### src/rtl/shift_2_pkg.sv
// Shared definitions for the edge-detector shift datapath.
package shift_2_pkg;

    localparam int unsigned WORD_WIDTH = 32;

endpackage : shift_2_pkg

### src/rtl/shift_2_if.sv
// Data/enable bundle between a word producer and the two-deep shift register.
interface shift_2_if
    import shift_2_pkg::*;
#(
    parameter int unsigned WIDTH = WORD_WIDTH
);

    logic             write_en;
    logic [WIDTH-1:0] data_in;
    logic [WIDTH-1:0] data_out;
    logic [WIDTH-1:0] word_1;
    logic [WIDTH-1:0] word_2;

    modport master (
        output write_en,
        output data_in,
        input  data_out,
        input  word_1,
        input  word_2
    );

    modport slave (
        input  write_en,
        input  data_in,
        output data_out,
        output word_1,
        output word_2
    );

endinterface : shift_2_if

### src/rtl/shift_2_stage.sv
// One WIDTH-bit delay stage: synchronous reset wins over the load enable.
module shift_2_stage
    import shift_2_pkg::*;
#(
    parameter int unsigned WIDTH = WORD_WIDTH
) (
    input  logic             clk,
    input  logic             rst,
    input  logic             en,
    input  logic [WIDTH-1:0] d,
    output logic [WIDTH-1:0] q
);

    always_ff @(posedge clk) begin
        if (rst) begin
            q <= '0;
        end else if (en) begin
            q <= d;
        end
    end

endmodule : shift_2_stage

### src/rtl/shift_2.sv
// Two-deep word delay line; word_1 is the newest word, word_2/data_out the oldest.
module shift_2
    import shift_2_pkg::*;
#(
    parameter int unsigned WIDTH = WORD_WIDTH
) (
    input  logic     clk,
    input  logic     rst,
    shift_2_if.slave bus
);

    logic [WIDTH-1:0] stage1_q;
    logic [WIDTH-1:0] stage2_q;

    generate
        if (WIDTH < 1) begin : g_width_check
            $error("shift_2: WIDTH must be at least 1");
        end
    endgenerate

    shift_2_stage #(
        .WIDTH (WIDTH)
    ) u_stage1 (
        .clk (clk),
        .rst (rst),
        .en  (bus.write_en),
        .d   (bus.data_in),
        .q   (stage1_q)
    );

    // Stage 2 shares the enable so both words move together on the same edge.
    shift_2_stage #(
        .WIDTH (WIDTH)
    ) u_stage2 (
        .clk (clk),
        .rst (rst),
        .en  (bus.write_en),
        .d   (stage1_q),
        .q   (stage2_q)
    );

    assign bus.word_1   = stage1_q;
    assign bus.word_2   = stage2_q;
    assign bus.data_out = stage2_q;

endmodule : shift_2

### src/flat_wrapper.sv
// flat-port wrapper written by rule: the top's interface ports become plain ports
module shift_2_flat import shift_2_pkg::*;
#(
    parameter int unsigned WIDTH = WORD_WIDTH
)
  (clk, rst, bus_write_en, bus_data_in, bus_data_out, bus_word_1, bus_word_2);
  shift_2_if #(.WIDTH(WIDTH)) bus_i ();
  input  logic clk;
  input  logic rst;
  input wire logic [$bits(bus_i.write_en)-1:0] bus_write_en;
  input wire logic [$bits(bus_i.data_in)-1:0] bus_data_in;
  output wire logic [$bits(bus_i.data_out)-1:0] bus_data_out;
  output wire logic [$bits(bus_i.word_1)-1:0] bus_word_1;
  output wire logic [$bits(bus_i.word_2)-1:0] bus_word_2;
  assign bus_i.write_en = bus_write_en;
  assign bus_i.data_in = bus_data_in;
  assign bus_data_out = bus_i.data_out;
  assign bus_word_1 = bus_i.word_1;
  assign bus_word_2 = bus_i.word_2;
  shift_2 #(.WIDTH(WIDTH)) u_core (.clk(clk), .rst(rst), .bus(bus_i));
endmodule
### config.mk
export PLATFORM = sky130hd
export DESIGN_NAME = shift_2_flat
export DESIGN_NICKNAME = d
export VERILOG_FILES = /design/src/rtl/shift_2_pkg.sv /design/src/rtl/shift_2_if.sv /design/src/rtl/shift_2_stage.sv /design/src/rtl/shift_2.sv /design/src/flat_wrapper.sv
export SDC_FILE = /design/constraint.sdc
export NUM_CORES = 1
export LEC_CHECK = 0
export ABC_CLOCK_PERIOD_IN_PS = 800
export BUFFER_PORTS_ARGS = -buffer_cell sky130_fd_sc_hd__buf_2
export CAP_MARGIN = 20
export CORE_MARGIN = 2
export CORE_UTILIZATION = 45
export CTS_CLUSTER_SIZE = 24
export DETAILED_ROUTE_END_ITERATION = 16
export PLACE_DENSITY = 0.84
export SYNTH_ARGS = -nofsm -noshare
export SYNTH_HDL_FRONTEND = slang
export SYNTH_HIERARCHICAL = 1
export SYNTH_SLANG_ARGS = --single-unit
### constraint.sdc
create_clock -name clk -period 0.8 [get_ports clk]
set_input_delay 0.04 -clock clk [delete_from_list [all_inputs] [get_ports clk]]
set_output_delay 0.04 -clock clk [all_outputs]
set_load 0.01 [all_outputs]
==> summary.md <==
| Metric | Value |
|---|---|
| Met2 track utilization from global routing | `47.73%` |
| Most frequent cells in the layout | `sky130_fd_sc_hd__buf_6, sky130_fd_sc_hd__nor2_1, sky130_fd_sc_hd__mux2i_1` |
| Gate count of the mapped netlist | `238` |
| Count of cells along the worst register-to-register path | `3` |
| Syn avg cell area | `10.79 um^2` |
| Count of nets after finishing | `439` |
| Core outline area | `5507 um^2` |
| Highest attainable clock frequency | `1127 MHz` |
| Most Crowded Layer GR | `met2` |
| Max-cap violations | `0` |
| Post-synthesis sequential element count | `64` |
| Routed wire length | `8369 um` |
| Post-route clock skew | `0.009308 ns` |
| Via count of the first global-routing pass | `2353` |
| Startpoint class of the critical path | `register` |
| Clock tree from TritonCTS | `yes` |
| Number of top-level pins | `131` |
| Initial drt markers | `79` |
| Most common cell after layout, fill and taps aside | `sky130_fd_sc_hd__buf_6` |
| Total buffers and inverters traversed by the critical path | `1` |
| Slowest CP cell | `sky130_fd_sc_hd__dfxtp_2` |
| Leakage dissipation | `0.002193 uW` |
| Proportion of layout cells with a drive suffix above 1 | `63.57%` |
| TritonCTS buffer count | `9` |
| Least setup slack across all paths after layout | `-0.08717 ns` |
| IR drop worst, VDD | `1.525 mV` |
| Area growth, synth to finish | `76.41%` |
| Antenna fix cells | `0` |
| Hold Path Class | `input pin to register` |
| Worst-path clk slew | `0.08 ns` |
| Number of hold violations in the final report | `0` |
| Dominant delay contributor by cell family on the critical path | `flip-flops` |
| Die height | `79.54 um` |
| Overall overflow remaining after global route | `0` |
| Clock tree sinks | `64` |
| Via count of the routed design | `2301` |
| Critical path type | `register to output pin` |
| Clock tree root driver cell | `sky130_fd_sc_hd__clkbuf_8` |
| Capturing element type of the critical path | `output pin` |
| Weighted congestion reported at the end of routability-driven placement | `0.7108` |
| Unrepaired setup endpoints after global routing | `true` |
| TNS Setup | `-4.431 ns` |
| Maximum level of the CTS H-tree | `3` |
| Overall die area | `6326 um^2` |
| Pwr Total | `8014 uW` |
| Detailed-route vias per instance | `4.784` |
| Average wire length per cell after detail routing | `17.40 um` |
| Distinct cells, synth | `7` |
| Transition time of the tightest slew-check pin | `0.2120 ns` |
| Delay of the slowest cell on the worst path | `0.38 ns` |
| Instance count on the critical path | `1` |
| First-pass detailed-route iteration total | `4` |
| Detailed Place HPWL | `3577 um` |
| Number of port buffers | `130` |
| Failing checks | `negative setup slack` |
| Pin count of the biggest net entering global routing | `35` |
| Hold Path Stages | `3` |
| Cell area after technology mapping | `2567 um^2` |
| Number of max-slew violations in the final report | `0` |
| Initial antenna violation count | `0` |
| Worst relative slew slack | `85.46%` |
| Critical Path RT | `0.76 ns` |
| Die span in x | `79.54 um` |
| Period minus WS final | `0.8872 ns` |
| Placement Rows | `27` |
| Residual DRC | `0` |
| Synthesized Nets | `273` |
| Total global-route track usage | `24.98%` |
| Met3 global-route usage | `6.335%` |
| Result of the run | `complete, but fails checks` |
| Insertion delay of the later-clocked pin in the worst-skew pair | `0.34 ns` |
| Fraction of the cycle the final worst path needs | `110.9%` |
| Final setup violating endpoints | `104` |
| Max Root-Sink Buffers | `2` |
| Crit path max fanout | `3` |
| Power density normalized to cell area | `1769 nW/um^2` |
| WP data arrival | `0.85 ns` |
| Wire length of the first global-routing pass | `11730 um` |
| CP Cell Sequence | `buf_6` |
| Seq/Total Area, Yosys | `49.90%` |
| Met1 Resource Use GR | `24.66%` |
| Starting density of the core | `46.63%` |
| Number of nets with antenna violations after detailed routing | `0` |
| Synth Warn # | `6` |
## cells by family (layout without fill, tap and decap cells)
kind of cell  count (synthesis)  in the layout  share of synthesized area (%)
simple gates                 64             64                          9.357
mux                          64             64                          24.95
buf+inv                      46            217                          15.79
flops                        64             64                          49.90
## final timing paths
path	startpoint	endpoint	slack, ns
worst max-delay path	u_core/u_stage2/q[2]	bus_data_out[2]	-0.09
worst min-delay path	rst	u_core/u_stage2/q[29]	0.11
worst max register to register	u_core/u_stage1/q[3]	u_core/u_stage2/q[3]	-0.07
worst min register to register	u_core/u_stage2/q[25]	u_core/u_stage2/q[25]	0.50
## power breakdown
part           switching (uW)  leakage, uW  internal [uW]
logic                     575      0.00154            867
registers                 152     0.000554           3340
clock network            1330     0.000101           1750
total                    2050      0.00219           5960
## registers in the layout (all words and copies together), names as in the netlist
signal / count
u_core/u_stage1/q: 32
u_core/u_stage2/q: 32
## per-stage QoR
step / hold slack (ns) / cell area, um^2 / util, % / worst slack [ns] / cells
after floorplan: 0.1124 / 2567 / - / 0.1673 / 238
after global placement: 0.2709 / 2993 / 54.35 / 0.001571 / 399
after detailed placement: 0.2837 / 2993 / 54.35 / -0.05082 / 399
after CTS: 0.1128 / 4287 / 77.85 / -0.06035 / 480
after global routing: 0.1299 / 4529 / 82.25 / -0.1035 / 481
final: 0.1097 / 4529 / 82.25 / -0.08717 / 481
## cell usage after synthesis
cell                       count  share of area (%)
sky130_fd_sc_hd__clkbuf_1      6               0.88
sky130_fd_sc_hd__mux2i_1      64                 25
sky130_fd_sc_hd__buf_4        32                9.4
sky130_fd_sc_hd__nor2_1       64                9.4
sky130_fd_sc_hd__dfxtp_1      64                 50
sky130_fd_sc_hd__buf_6         2               0.88
sky130_fd_sc_hd__buf_12        6                4.7
## routing by layer
layer / share of wire (%) / up-vias
li1: - / 1084
met1: 34 / 1099
met2: 58 / 97
met3: 5.7 / 21
met4: 2.9 / 0
met5: 0 / -
## final cells by class
class                      count  area [um^2]
clock buffer                   9        123.9
clock inverter                 7        96.34
fill                         302        977.2
multi-input combinational    128        929.6
sequential                    64         1389
tap                           72        90.09
timing repair buffer         201         1901
## timing repair
item,4_1_cts,5_1_grt
setup buffers,33,1
hold endpoints to repair,32,0
resized for setup,132,56
hold buffers,32,0
cloned,0,0
setup endpoints to repair,96,121
pin swaps,0,21
Note: power is estimated with default switching activity, not from simulation.
